==> config.mk <==
export PLATFORM = sky130hd
export DESIGN_NAME = ei_axi4_slave_write_responder
export DESIGN_NICKNAME = d
export VERILOG_FILES = /design/src/rtl/ei_axi4_pkg.sv /design/src/rtl/ei_axi4_sync_fifo.sv /design/src/rtl/ei_axi4_slave_write_responder.sv
export SDC_FILE = /design/constraint.sdc
export NUM_CORES = 1
export LEC_CHECK = 0
export ABC_AREA = 1
export BUFFER_PORTS_ARGS = -buffer_cell sky130_fd_sc_hd__buf_2
export CORE_MARGIN = 8
export CORE_UTILIZATION = 30
export CTS_CLUSTER_SIZE = 28
export DETAILED_ROUTE_END_ITERATION = 8
export GPL_ROUTABILITY_DRIVEN = 0
export PLACE_DENSITY = 0.56
export SYNTH_ARGS = -nofsm -noshare
export SYNTH_HDL_FRONTEND = slang
export SYNTH_SLANG_ARGS = --single-unit
==> constraint.sdc <==
create_clock -name aclk -period 5.8 [get_ports aclk]
set_input_delay 1.16 -clock aclk [delete_from_list [all_inputs] [get_ports aclk]]
set_output_delay 1.16 -clock aclk [all_outputs]
set_load 0.02 [all_outputs]
==> src/rtl/ei_axi4_pkg.sv <==
// Shared AXI4 write-path types: burst/response encodings, AW queue entry, response ranking.
// Latency: none (types and a pure function only).
// Backpressure: not applicable.
package ei_axi4_pkg;

   typedef enum logic [1:0] {
      FIXED = 2'b00,
      INCR  = 2'b01,
      WRAP  = 2'b10
   } burst_type_e;

   typedef enum logic [1:0] {
      OKAY   = 2'b00,
      EXOKAY = 2'b01,
      SLVERR = 2'b10,
      DECERR = 2'b11
   } response_e;

   // Burst attributes of an AW queue entry; the full entry is {id, addr, aw_attr_t}
   // because id/addr widths are parameters of the instantiating module.
   typedef struct packed {
      logic [7:0]  len;
      logic [2:0]  size;
      burst_type_e burst;
   } aw_attr_t;

   // Encodings are ordered by severity, so the numerically larger one wins.
   function automatic response_e resp_worst(input response_e a, input response_e b);
      return (a > b) ? a : b;
   endfunction

endpackage

==> src/rtl/ei_axi4_sync_fifo.sv <==
// Generic synchronous FIFO with occupancy count, used for the AW and B queues.
// Latency: a pushed entry is visible at the head the cycle after the push edge.
// Backpressure: push is ignored when full, pop is ignored when empty; simultaneous push/pop both honoured.
module ei_axi4_sync_fifo #(
   parameter int WIDTH = 8,
   parameter int DEPTH = 4,
   localparam int PTR_W = (DEPTH > 1) ? $clog2(DEPTH) : 1,
   localparam int CNT_W = $clog2(DEPTH) + 1
) (
   input  logic             aclk,
   input  logic             aresetn,
   input  logic             push,
   input  logic [WIDTH-1:0] push_dat,
   input  logic             pop,
   output logic [WIDTH-1:0] pop_dat,
   output logic             full,
   output logic             empty,
   output logic [CNT_W-1:0] cnt
);

   logic [WIDTH-1:0] store_q [DEPTH];
   logic [PTR_W-1:0] wr_ptr_q, wr_ptr_d;
   logic [PTR_W-1:0] rd_ptr_q, rd_ptr_d;
   logic [CNT_W-1:0] cnt_q, cnt_d;
   logic             do_push, do_pop;

   assign full    = (cnt_q == CNT_W'(DEPTH));
   assign empty   = (cnt_q == '0);
   assign cnt     = cnt_q;
   assign pop_dat = store_q[rd_ptr_q];

   // Next pointer/count values from the qualified push and pop strobes
   always_comb begin
      do_push  = push && !full;
      do_pop   = pop && !empty;
      wr_ptr_d = wr_ptr_q + PTR_W'(do_push);
      rd_ptr_d = rd_ptr_q + PTR_W'(do_pop);
      cnt_d    = cnt_q + CNT_W'(do_push) - CNT_W'(do_pop);
   end

   // Pointer and count registers, cleared by synchronous reset
   always_ff @(posedge aclk) begin
      if (!aresetn) begin
         wr_ptr_q <= '0;
         rd_ptr_q <= '0;
         cnt_q    <= '0;
      end else begin
         wr_ptr_q <= wr_ptr_d;
         rd_ptr_q <= rd_ptr_d;
         cnt_q    <= cnt_d;
      end
   end

   // Entry storage; stale contents are harmless because empty gates every read
   always_ff @(posedge aclk) begin
      if (do_push) begin
         store_q[wr_ptr_q] <= push_dat;
      end
   end

endmodule

==> src/rtl/ei_axi4_slave_write_responder.sv <==
// AXI4 slave write responder: queues AW bursts, writes strobed W beats to word memory, returns in-order B.
// Latency: first W beat one cycle after AW acceptance; B valid the cycle after the final W beat.
// Backpressure: awready drops when the AW queue is full; wready drops when the B queue is full.
// Optional error reporting (SLVERR/DECERR) is enabled by defining EI_AXI4_SLV_ERR_EN.
module ei_axi4_slave_write_responder
   import ei_axi4_pkg::*;
#(
   parameter int DATA_WIDTH  = 32,
   parameter int ADDR_WIDTH  = 32,
   parameter int ID_WIDTH    = 4,
   parameter int OUTSTANDING = 4,
   parameter int MEM_DEPTH   = 1024
) (
   input  logic                    aclk,
   input  logic                    aresetn,
   input  logic [ID_WIDTH-1:0]     awid,
   input  logic [ADDR_WIDTH-1:0]   awaddr,
   input  logic [7:0]              awlen,
   input  logic [2:0]              awsize,
   input  burst_type_e             awburst,
   input  logic                    awvalid,
   output logic                    awready,
   input  logic [DATA_WIDTH-1:0]   wdata,
   input  logic [DATA_WIDTH/8-1:0] wstrb,
   input  logic                    wlast,
   input  logic                    wvalid,
   output logic                    wready,
   output logic [ID_WIDTH-1:0]     bid,
   output response_e               bresp,
   output logic                    bvalid,
   input  logic                    bready
);

   localparam int         STRB_W   = DATA_WIDTH / 8;
   localparam int         LSB      = $clog2(STRB_W);
   localparam logic [2:0] MAX_SIZE = 3'(LSB);
   localparam int         MEM_AW   = (MEM_DEPTH > 1) ? $clog2(MEM_DEPTH) : 1;
   localparam int         CNT_W    = $clog2(OUTSTANDING) + 1;
   localparam int         AW_W     = ID_WIDTH + ADDR_WIDTH + $bits(aw_attr_t);
   localparam int         B_W      = ID_WIDTH + 2;

   typedef enum logic {W_IDLE, W_DATA} w_state_e;

   // Registered state
   w_state_e              state_q, state_d;
   logic [7:0]            beat_cnt_q, beat_cnt_d;
   logic [ADDR_WIDTH-1:0] addr_q, addr_d;
   response_e             err_q, err_d;
   logic                  aw_rdy_q, aw_rdy_d;
   logic [DATA_WIDTH-1:0] mem_q [MEM_DEPTH];

   // AW queue
   logic                  aw_push, aw_pop, aw_full, aw_empty;
   logic [CNT_W-1:0]      aw_cnt;
   logic [AW_W-1:0]       aw_push_dat, aw_pop_dat;
   aw_attr_t              aw_in_attr;
   logic [ID_WIDTH-1:0]   head_id;
   logic [ADDR_WIDTH-1:0] head_addr;
   aw_attr_t              head_attr;

   // B queue
   logic                  b_push, b_full, b_empty;
   logic [B_W-1:0]        b_push_dat, b_pop_dat;
   logic [CNT_W-1:0]      b_cnt_unused;
   logic [ID_WIDTH-1:0]   b_head_id;
   logic [1:0]            b_head_resp;

   // Beat address generation and write qualification
   logic [2:0]            eff_size;
   logic [ADDR_WIDTH-1:0] size_bytes, beat_addr, aligned_addr, incr_addr, next_addr;
   logic [ADDR_WIDTH-1:0] wrap_span, wrap_lo, wrap_hi, word_idx;
   logic                  wrap_ok, in_range, last_beat, w_hs, write_ok, mem_we;
   logic [MEM_AW-1:0]     mem_idx;
   response_e             beat_resp, acc_resp;

   assign awready = aw_rdy_q && !aw_full;
   assign aw_push = awvalid && awready;
   assign wready  = (state_q == W_DATA) && !b_full;
   assign w_hs    = wvalid && wready;

   assign {head_id, head_addr, head_attr} = aw_pop_dat;
   assign {b_head_id, b_head_resp}        = b_pop_dat;

   assign bvalid = !b_empty;
   assign bid    = bvalid ? b_head_id : '0;
   assign bresp  = bvalid ? response_e'(b_head_resp) : OKAY;

   // Pack the incoming AW fields into a queue entry
   always_comb begin
      aw_in_attr.len   = awlen;
      aw_in_attr.size  = awsize;
      aw_in_attr.burst = awburst;
      aw_push_dat      = {awid, awaddr, aw_in_attr};
   end

   ei_axi4_sync_fifo #(
      .WIDTH (AW_W),
      .DEPTH (OUTSTANDING)
   ) u_aw_q (
      .aclk     (aclk),
      .aresetn  (aresetn),
      .push     (aw_push),
      .push_dat (aw_push_dat),
      .pop      (aw_pop),
      .pop_dat  (aw_pop_dat),
      .full     (aw_full),
      .empty    (aw_empty),
      .cnt      (aw_cnt)
   );

   ei_axi4_sync_fifo #(
      .WIDTH (B_W),
      .DEPTH (OUTSTANDING)
   ) u_b_q (
      .aclk     (aclk),
      .aresetn  (aresetn),
      .push     (b_push),
      .push_dat (b_push_dat),
      .pop      (bvalid && bready),
      .pop_dat  (b_pop_dat),
      .full     (b_full),
      .empty    (b_empty),
      .cnt      (b_cnt_unused)
   );

   // Current beat address, next beat address and memory range decode for the head burst
   always_comb begin
      eff_size     = (head_attr.size > MAX_SIZE) ? MAX_SIZE : head_attr.size;
      size_bytes   = ADDR_WIDTH'(1) << eff_size;
      beat_addr    = (beat_cnt_q == 8'd0) ? head_addr : addr_q;
      aligned_addr = beat_addr & ~(size_bytes - ADDR_WIDTH'(1));
      incr_addr    = aligned_addr + size_bytes;
      wrap_span    = (ADDR_WIDTH'(head_attr.len) + ADDR_WIDTH'(1)) << eff_size;
      wrap_lo      = beat_addr & ~(wrap_span - ADDR_WIDTH'(1));
      wrap_hi      = wrap_lo + wrap_span;
      // WRAP with a length other than 2/4/8/16 beats degrades to INCR
      wrap_ok      = (head_attr.burst == WRAP) &&
                     ((head_attr.len == 8'd1) || (head_attr.len == 8'd3) ||
                      (head_attr.len == 8'd7) || (head_attr.len == 8'd15));
      if (head_attr.burst == FIXED) begin
         next_addr = beat_addr;
      end else if (wrap_ok && (incr_addr == wrap_hi)) begin
         next_addr = wrap_lo;
      end else begin
         next_addr = incr_addr;
      end
      word_idx  = beat_addr >> LSB;
      in_range  = (word_idx < ADDR_WIDTH'(MEM_DEPTH));
      mem_idx   = word_idx[MEM_AW-1:0];
      last_beat = (beat_cnt_q == head_attr.len);
   end

`ifdef EI_AXI4_SLV_ERR_EN
   // Per-beat error classification; DECERR is assigned last so it outranks SLVERR
   always_comb begin
      beat_resp = OKAY;
      if ((head_attr.size > MAX_SIZE) || (wlast != last_beat)) begin
         beat_resp = SLVERR;
      end
      if (!in_range) begin
         beat_resp = DECERR;
      end
      write_ok = in_range && (head_attr.size <= MAX_SIZE);
   end
`else
   logic unused_wlast;
   assign unused_wlast = wlast;

   // Without error reporting only out-of-range beats are filtered, silently
   always_comb begin
      beat_resp = OKAY;
      write_ok  = in_range;
   end
`endif

   // W-channel FSM next state, beat counter, response accumulation and queue strobes
   always_comb begin
      state_d    = state_q;
      beat_cnt_d = beat_cnt_q;
      addr_d     = addr_q;
      err_d      = err_q;
      aw_rdy_d   = 1'b1;
      aw_pop     = 1'b0;
      b_push     = 1'b0;
      acc_resp   = resp_worst((beat_cnt_q == 8'd0) ? OKAY : err_q, beat_resp);
      b_push_dat = {head_id, acc_resp};
      case (state_q)
         W_IDLE: begin
            // Entering on the push edge lets the first beat land one cycle after AW
            if (!aw_empty || aw_push) begin
               state_d = W_DATA;
            end
         end
         W_DATA: begin
            if (w_hs) begin
               addr_d = next_addr;
               err_d  = acc_resp;
               // The burst ends on its programmed length regardless of wlast
               if (last_beat) begin
                  aw_pop     = 1'b1;
                  b_push     = 1'b1;
                  beat_cnt_d = 8'd0;
                  if ((aw_cnt <= CNT_W'(1)) && !aw_push) begin
                     state_d = W_IDLE;
                  end
               end else begin
                  beat_cnt_d = beat_cnt_q + 8'd1;
               end
            end
         end
         default: state_d = W_IDLE;
      endcase
      mem_we = w_hs && write_ok && aresetn;
   end

   // FSM and burst-tracking registers; reset discards any in-flight burst
   always_ff @(posedge aclk) begin
      if (!aresetn) begin
         state_q    <= W_IDLE;
         beat_cnt_q <= 8'd0;
         addr_q     <= '0;
         err_q      <= OKAY;
         aw_rdy_q   <= 1'b0;
      end else begin
         state_q    <= state_d;
         beat_cnt_q <= beat_cnt_d;
         addr_q     <= addr_d;
         err_q      <= err_d;
         aw_rdy_q   <= aw_rdy_d;
      end
   end

   // Byte-strobed write into the word store on the W handshake edge; not reset
   always_ff @(posedge aclk) begin
      if (mem_we) begin
         for (int b = 0; b < STRB_W; b++) begin
            if (wstrb[b]) begin
               mem_q[mem_idx][8*b +: 8] <= wdata[8*b +: 8];
            end
         end
      end
   end

endmodule

Yosys cells after proc, flatten, opt, wreduce, memory -nomap -nowiden
Memory sizes are Yosys's and may differ from the RTL's. A register that Yosys moved wholly into a read port is not among the register bits.
Cells that the tools add are included.
Operators by class
  $add $sub $neg: 9
  order comparisons: 2
  equal/unequal tests: 3
  mux-type cells: 20
  bitwise logic cells: 1
  reductions and logical operators: 20
Operators with widths (count)
  2-to-1 mux 1 bit: 12
  logical AND 1 bit: 10
  2-to-1 mux 2 bit: 5
  adder 2 x 1 -> 2 bit: 4
  adder 8 x 1 -> 8 bit (second input constant): 1
  == test 8 bit: 1
  logical NOT 8 bit: 1
  2-to-1 mux 8 bit: 1
  adder 3 x 1 -> 3 bit: 2
  == test 3 bit (second input constant): 2
  logical NOT 3 bit: 2
  subtractor 3 x 1 -> 3 bit: 2
  logical NOT 1 bit: 5
  2-to-1 mux 4 bit: 1
  less-or-equal comparator 3 x 1 -> 1 bit (second input constant): 1
  > comparator 2 x 1 -> 1 bit (second input constant): 1
  case mux 1 bit (2 select lines): 1
  AND reduction 2 bit: 1
  logical OR 1 bit: 1
  NOT 1 bit: 1
Word-level totals
  flip-flop bits (word level): 26
  RAM bits: 220
  output and inout port bits: 9
  memories: 2
Memory list
  u_aw_q.store_q: words 4, width 49, rd ports 1, clocked after memory_dff 1, write ports 1, RTL line ei_axi4_sync_fifo.sv:21  | logic [WIDTH-1:0] store_q [DEPTH];
  u_b_q.store_q: words 4, width 6, rd ports 1, clocked after memory_dff 1, write ports 1, RTL line ei_axi4_sync_fifo.sv:21

Longest topological paths before layout
Gate-level depths: netlist (run 1).
  word-level depth: 10
  depth in mapped cells: 19
  gate-level depth less buffers: 17

Cells and area by module
A second synthesis (run 1) with hierarchy kept.
Second synthesis, totals
  cells, all modules: 753
  area total of the unflattened synthesis: 9671.8 µm²
Modules (own cells, without submodules)
  ei_axi4_sync_fifo (u_aw_q): times used 1, cells each 526, area an instance 7584.8 µm², seq. area each 6025.8 µm²
  ei_axi4_sync_fifo (u_b_q): times used 1, cells each 110, area an instance 1308.8 µm², seq. area each 860.8 µm²
  ei_axi4_slave_write_responder: times used 1, cells each 117, area an instance 778.2 µm², seq. area each 240.2 µm²

Worst setup path before layout (run 1)
OpenSTA, ideal clock, no wires.
  path type: input to register
  from: in wvalid
  to: reg u_aw_q.cnt_q[1] (netlist: u_aw_q.cnt[1])
  library setup time: 110 ps
  arrival time: 2858 ps
  data required time: 5690 ps
  path slack: 2832 ps
  stages on the path: 14
  path through: inv_1 > nor2_1 > nand2_1 > nor2_1 > nand2_1 > nor2_2 > nand2_2 > nor2_1 > ha_1 > inv_1 > ha_1 > fa_1 > nand2_1 > inv_1
Between the ends
  cells in the longest elaborated chain, start to end: 5
RTL lines
  from (decl): RTL line ei_axi4_slave_write_responder.sv:26  | input logic wvalid,
  logical AND 1 bit: RTL line ei_axi4_slave_write_responder.sv:79  | assign w_hs = wvalid && wready;
  2-to-1 mux 1 bit: RTL line ei_axi4_slave_write_responder.sv:195  | if (w_hs) begin
  2-to-1 mux 1 bit: RTL line ei_axi4_slave_write_responder.sv:187  | case (state_q)
  logical AND 1 bit: RTL line ei_axi4_sync_fifo.sv:35  | do_pop = pop && !empty;
  subtractor 3 x 1 -> 3 bit: RTL line ei_axi4_sync_fifo.sv:38  | cnt_d = cnt_q + CNT_W'(do_push) - CNT_W'(do_pop);
  named net u_aw_q.cnt_d[1]: RTL line ei_axi4_sync_fifo.sv:24  | logic [CNT_W-1:0] cnt_q, cnt_d;
  to (signal assigned): RTL line ei_axi4_sync_fifo.sv:50  | cnt_q <= cnt_d;
  to (decl): RTL line ei_axi4_sync_fifo.sv:24
The timed path passes the listed nets, and every way through them passes these cells.
A chain may end at the register's enable or synchronous reset.

==> metrics.md, run 1 <==
| Metric | Value |
|---|---|
| Main flop type after synthesis | `edfxtp_1` |
| Vias per cell | `4.41` |
| Via count | `2709` |
| Post-synth EDFFs | `72` |
| Hold-fix buffers, CTS | `0` |
| Max-cap violations | `0` |
| Setup TNS Final | `0 ps` |
| Syn nets | `505` |
| Comb power frac | `16.6%` |
| Core Area | `13800 um^2` |
| Clock latency on the worst-skew pair | `340 ps` |
| Layout Nets | `534` |
| Type of origin of the critical path | `flip-flop` |
| Largest stage delay, worst path | `990 ps` |
| Placed insts | `598` |
| Boundary pin count | `100` |
| Setup bufs post-CTS | `0` |
| Slew Limit Fails | `0` |
| Critical path required time | `6040 ps` |
| Yosys warns | `0` |
| Met2 wire length | `3590 um` |
| Dominant cells by area after synthesis | `edfxtp_1 52%, dfxtp_1 12%, nand2_1 6.7%, nor2_1 5.1%, inv_1 3.9%` |
| Final WS setup | `2340 ps` |
| Diode count | `0` |
| Fin Clk Skew | `4.72 ps` |
| Die height | `134 um` |
| Final setup vio count | `0` |
| Fin crit share | `59.6%` |
| Highest routed metal layer | `met4` |
| Critical path's slowest cell | `dfxtp_1` |
| Min Hold Slack | `451 ps` |
| Syn Std Cell Area | `4180 um^2` |
| Largest net degree at the start of global routing | `27` |
| Slew margin rel. | `29.4%` |
| Sw Share | `27.7%` |
| Flip-flop and latch count after synthesis | `98` |
| Tot GR Track Use | `9.73%` |
| Sequential Power Share | `50.1%` |
| Fin crit period | `3460 ps` |
| Die width | `134 um` |
| Synth Instances | `400` |
| Setup repair after global routing missed its margin | `no` |
| Seq/Total Area, Yosys | `64.1%` |
| Commonest non-fill, non-tap cell in the layout | `nand2_1` |
| PortBufs | `25` |
| Critical Path Sink Type | `flip-flop` |
| Grt total ovfl | `0` |
| Worst-margin pin slew | `1050 ps` |
| Area Overhead vs Synth | `13.8%` |
| Num CTS Buffers | `9` |
| Met3 WL | `435 um` |
| Initial DRC count | `187` |
| WL final | `8120 um` |
| Drt first pass iters | `4` |
| Number of non-filler instances in the completed layout | `614` |
| P_leak | `1.89 nW` |
| Fillcell total | `1416` |
| Initial core utilization | `30.4%` |
| Remaining antenna violation count | `0` |
| Routed length on met1 | `3960 um` |
| CP max FO | `26` |
| Yosys top cell by area | `edfxtp_1` |
| Status | `complete, no violations` |
| Post-synth top area share | `51.7%` |
| WS Path Type | `flip-flop to flip-flop` |
| Clk Tree Root Cell | `clkbuf_16` |
| Hpwl dp | `5510 um` |
| Maximum vdd ir drop | `146 uV` |
| Hold Path Class | `flip-flop to flip-flop` |
| Placement Setup Slack | `2300 ps` |
| Sw power | `0.450 mW` |
| Layout cells sized above 1 | `12.0%` |
| Die ar. | `18000 um^2` |
| CTS sink cnt | `98` |
| Routed length per instance | `13.2 um` |
| Final Hold Fails | `0` |
| Pwr Total | `1.63 mW` |
| Htree depth | `3` |
| Ys async rst share | `0%` |
| CP most frequent cell | `nand2_1` |
| Syn avg cell area | `10.5 um^2` |
| Int Pwr | `1.18 mW` |
| Antenna violations before repair | `0` |
| Commonest non-fill, non-tap cells in the layout | `75 x nand2_1, 72 x edfxtp_1, 57 x nor2_1` |
| Rows | `43` |
| Yosys cell types | `28` |
| First-pass GRT wire length | `13400 um` |
| Post-cts gate resize count | `0` |
| CTS max path bufs | `2` |
| CTS tree | `done` |
| Vias in the first global route | `2607` |
| Arr. time, crit path | `3700 ps` |
| DRC | `0` |
| Crit-path cells | `inv_4, nand2_1, nand3_1, nand3_1, nand2_1, nor2_1, nand2_1, nor2_2, nand2_2, nor2_1, ha_1, inv_1, ha_1, fa_1, nand2_1, inv_1` |
| Fmax | `289 MHz` |
| Power per cell area | `341 nW/um^2` |
| Clk pwr share | `33.3%` |
| Register clock-pin slew on the reported worst setup and hold paths | `60 ps` |
-- kinds of logic (layout without fill, tap and decap cells) --
logic type,count (synthesis),count (layout),share of synthesized area (%)
fa+ha+maj,14,14,4.55
flops,98,98,64.1
simple gates,177,177,17.9
buf+inv,59,93,5.98
compound gates,40,40,4.94
xor+xnor,12,12,2.51
-- synthesized netlist by cell type, types with 2 or more instances --
library cell and n:
fa_1 2, o22ai_1 4, o21ai_0 25, inv_2 2, buf_2 3, ha_1 12
xor2_1 7, nor2_2 2, buf_6 2, nand3_2 2, inv_1 44, a21oi_1 10
nand2_2 3, dfxtp_1 26, nor3_1 10, xnor2_1 5, nand2_1 75, nor2_1 57
nand3_1 24, nand4_1 2, clkbuf_1 4, edfxtp_1 72, buf_4 2
-- power groups by stage --
stage,Clock [mW],Combinational (mW),Sequential [mW]
finish,0.541,0.269,0.815
global route,0.586,0.312,0.818
detailed placement,0,0.274,0.830
global placement,0,0.269,0.829
CTS,0.556,0.275,0.815
floorplan,0,0.201,0.811
-- per-stage QoR --
step / instance area [um^2] / util (%)
floorplan: 4180 / -
finish: 4760 / 34.6
global route: 4760 / 34.6
detailed placement: 4500 / 32.6
global placement: 4500 / 32.6
CTS: 4760 / 34.6
-- worst max-delay path, delay by kind of cell (launching register included) --
family | cells | cell delay [ps]
fa+ha+maj | 3 | 850
buf+inv | 3 | 360
flops | 1 | 990
simple gates | 10 | 1160
-- worst paths after layout --
| kind | startpoint | endpoint | slack, ps | cells past startpoint |
|---|---|---|---|---|
| max | u_aw_q.rd_ptr_q[0]$_SDFF_PN0_ | u_aw_q.cnt[1]$_SDFF_PN0_ | 2340 | 16 |
| min | err_q[1]$_SDFFE_PN0P_ | err_q[1]$_SDFFE_PN0P_ | 450 | 2 |
| max reg2reg | u_aw_q.rd_ptr_q[0]$_SDFF_PN0_ | u_aw_q.cnt[1]$_SDFF_PN0_ | 2340 | 16 |
| min reg2reg | err_q[1]$_SDFFE_PN0P_ | err_q[1]$_SDFFE_PN0P_ | 450 | 2 |
-- final cells by class --
class	instances	area [um^2]	share of cell area [%]
Clock buffer	14	254	5.33
Clock inverter	2	12.5	0.263
Inverter	48	183	3.84
Multi-Input combinational cell	243	1250	26.2
Sequential cell	98	2680	56.3
Tap cell	180	225	4.73
Timing Repair Buffer	29	155	3.26
-- flip-flops by register name, indices dropped and copies added, names as in the netlist --
name	cells
aw_rdy_q	1
beat_cnt_q	8
err_q	2
state_q	1
u_aw_q.cnt	3
u_aw_q.rd_ptr_q	2
u_aw_q.store_q	48
u_aw_q.wr_ptr_q	2
u_b_q.cnt	3
u_b_q.rd_ptr_q	2
u_b_q.store_q	24
u_b_q.wr_ptr_q	2
-- per-layer routing --
layer  up-vias  track usage [%]
met5         -                0
li1       1384                -
met3        10             3.25
met1      1271             12.6
met4         0             4.12
met2        44             14.6
Note: power is estimated with default switching activity, not from simulation.
==> run 2, diff against run 1 <==
==> constraint.sdc (replaced) <==
create_clock -name aclk -period 3.6 [get_ports aclk]
set_input_delay 0.72 -clock aclk [delete_from_list [all_inputs] [get_ports aclk]]
set_output_delay 0.72 -clock aclk [all_outputs]
set_load 0.02 [all_outputs]
==> run 2 against run 1 <==
Compared with the run above: combinational power grew 68%; total power grew 60%; largest power group unchanged; setup slack lost 1700 ps; core utilization grew 0.31 points; first-iteration DRC count shrank 23%.
==> metrics.md, run 2 (synthesis results as in run 1) <==
| Metric | Value |
|---|---|
| Setup bufs post-CTS | `0 (unchanged)` |
| Fmax | `340 MHz (+18%)` |
| Crit-path leading delay family | `simple AND/OR/NAND/NOR gates` |
| Slew Limit Fails | `0 (unchanged)` |
| Crit-path cells | `inv_4, nand2_1, nand3_1, nand2_1, xor2_1, nand2_1, nor2_2, nand2_2, nor2_1, ha_1, inv_1, ha_1, fa_1, xor2_1, nor2_1` |
| CP most frequent cell | `nand2_1` |
| Diode count | `0 (unchanged)` |
| Largest stage delay, worst path | `630 ps (-360 ps)` |
| Setup repair after global routing missed its margin | `no` |
| Biggest regs | `u_aw_q.store_q x48, u_b_q.store_q x24, beat_cnt_q x8` |
| Drt first pass iters | `4 (unchanged)` |
| Die width | `134 um (unchanged)` |
| Slew margin rel. | `59.6% (+30 points)` |
| Fin crit share | `81.6% (+22 points)` |
| Tot GR Track Use | `9.53% (-0.20 points)` |
| Boundary pin count | `100 (unchanged)` |
| Initial core utilization | `30.4% (unchanged)` |
| Maximum vdd ir drop | `267 uV (+83%)` |
| Num CTS Buffers | `9 (unchanged)` |
| Clk Tree Root Cell | `clkbuf_16` |
| Hold Path Class | `flip-flop to flip-flop` |
| WL final | `8040 um (-1.0%)` |
| Vias in the first global route | `2757 (+5.8%)` |
| Hold-fix buffers, CTS | `0 (unchanged)` |
| Htree depth | `3 (unchanged)` |
| Vias per cell | `4.41 (-0.13%)` |
| Area of the multi-input gates | `1250 um^2 (unchanged)` |
| Fin crit period | `2940 ps (-519 ps)` |
| Largest net degree at the start of global routing | `25 (-7.4%)` |
| Max-cap violations | `0 (unchanged)` |
| Antenna violations before repair | `0 (unchanged)` |
| Layout Nets | `540 (+1.1%)` |
| Setup TNS Final | `0 ps (unchanged)` |
| Final Hold Fails | `0 (unchanged)` |
| Layout cells sized above 1 | `13.2% (+1.2 points)` |
| Die ar. | `18000 um^2 (unchanged)` |
| Fillcell total | `1401 (-1.1%)` |
| Rows | `43 (unchanged)` |
| First-pass GRT wire length | `13600 um (+1.2%)` |
| Via count | `2732 (+0.85%)` |
| CTS sink cnt | `98 (unchanged)` |
| WS Path Type | `flip-flop to flip-flop` |
| Fin Clk Skew | `4.35 ps (-0.368 ps)` |
| CP Depth | `15 (-1)` |
| Worst-margin pin slew | `604 ps (-446 ps)` |
| Worst Hold Depth | `2 (unchanged)` |
| Buf+Inv Stages, Crit Path | `2 (-1)` |
| Area Overhead vs Synth | `14.9%` |
| Post-cts gate resize count | `0 (unchanged)` |
| Biggest register | `u_aw_q.store_q` |
| Critical Path Sink Type | `flip-flop` |
| CTS max path bufs | `2 (unchanged)` |
| Core Area | `13800 um^2 (unchanged)` |
| Power per cell area | `542 nW/um^2 (+59%)` |
| Type of origin of the critical path | `flip-flop` |
| CP max FO | `24 (-7.7%)` |
| Routed length per instance | `13.0 um (-2.0%)` |
| Reg area | `2680 um^2 (unchanged)` |
| Status | `complete, no violations` |
| Placement Setup Slack | `602 ps (-1700 ps)` |
| Clock latency on the worst-skew pair | `330 ps (about the same)` |
| Die height | `134 um (unchanged)` |
| P_leak | `1.92 nW (+1.4%)` |
| Number of flip-flops in the largest register | `48 (unchanged)` |
| Critical path's slowest cell | `dfxtp_1` |
| Grt total ovfl | `0 (unchanged)` |
| Initial DRC count | `144 (-23%)` |
| Commonest non-fill, non-tap cells in the layout | `75 x nand2_1, 72 x edfxtp_1, 57 x nor2_1` |
| DRC | `0 (unchanged)` |
| Worst r2r path cells | `15 (-1)` |
| Hpwl dp | `5640 um (+2.5%)` |
| Arr. time, crit path | `3150 ps (-550 ps)` |
| CTS tree | `done` |
| Final setup vio count | `0 (unchanged)` |
| Register clock-pin slew on the reported worst setup and hold paths | `60 ps (about the same)` |
| Remaining antenna violation count | `0 (unchanged)` |
| Commonest non-fill, non-tap cell in the layout | `nand2_1` |
| PortBufs | `25 (unchanged)` |
| Critical path required time | `3810 ps (-2230 ps)` |
| Final WS setup | `663 ps (-1680 ps)` |
run 2: changes by cell type in the layout (fill, tap and decap cells not counted), sizes merged:
cell / delta
clkinvlp: +1
buf: +6
clkbuf: -3
clkinv: +2
run 2: worst reg2reg max path, delay by kind of cell, from the launching register on:
| kind | cells | cell delay (ps) |
|---|---|---|
| XOR/XNOR | 2 | 330 |
| adder cells (fa/ha/maj) | 3 | 720 |
| buffers and inverters | 2 | 250 |
| flip-flops | 1 | 630 |
| AND/OR/NAND/NOR | 8 | 920 |
run 2: stage by stage:
stage                     power (mW)  utilization, %  area [um^2]  hold slack [ps]  std cells
after detailed placement        1.79            33.0         4540              444        604
after CTS                       2.64            34.9         4800              452        620
after global routing            2.75            34.9         4800              481        620
after global placement          1.78            33.0         4540              435        604
after floorplan                 1.63               -         4180              425        400
final                           2.60            34.9         4800              450        620
run 2: layout make-up:
cell class              count  share of cell area, %
repair buffers             35                   4.17
clock buffers              11                   4.84
inverters                  48                   3.80
clock inverters             5                  0.651
well taps                 180                   4.69
multi-input cells         243                   26.0
flip-flops and latches     98                   55.8
run 2: worst paths after layout:
| check | from | end | slack [ps] |
|---|---|---|---|
| min reg2reg | err_q[1]$_SDFFE_PN0P_ | err_q[1]$_SDFFE_PN0P_ | 450 |
| max reg2reg | u_aw_q.rd_ptr_q[0]$_SDFF_PN0_ | u_aw_q.cnt[2]$_SDFF_PN0_ | 660 |
| max | u_aw_q.rd_ptr_q[0]$_SDFF_PN0_ | u_aw_q.cnt[2]$_SDFF_PN0_ | 660 |
| min | err_q[1]$_SDFFE_PN0P_ | err_q[1]$_SDFFE_PN0P_ | 450 |
run 2: layer usage:
layer  GRT usage, %  vias up  wire, um
met5              0        -         0
met1           12.1     1281      3950
li1               -     1392         -
met3           2.99        5       344
met4           2.87        0        46
met2           15.2       54      3690
run 2: power breakdown:
group          switching, mW  internal [mW]  leakage [nW]
registers             0.0535           1.26         0.872
clock network          0.377          0.465         0.121
logic                  0.291          0.160         0.927
total                  0.722           1.88          1.92
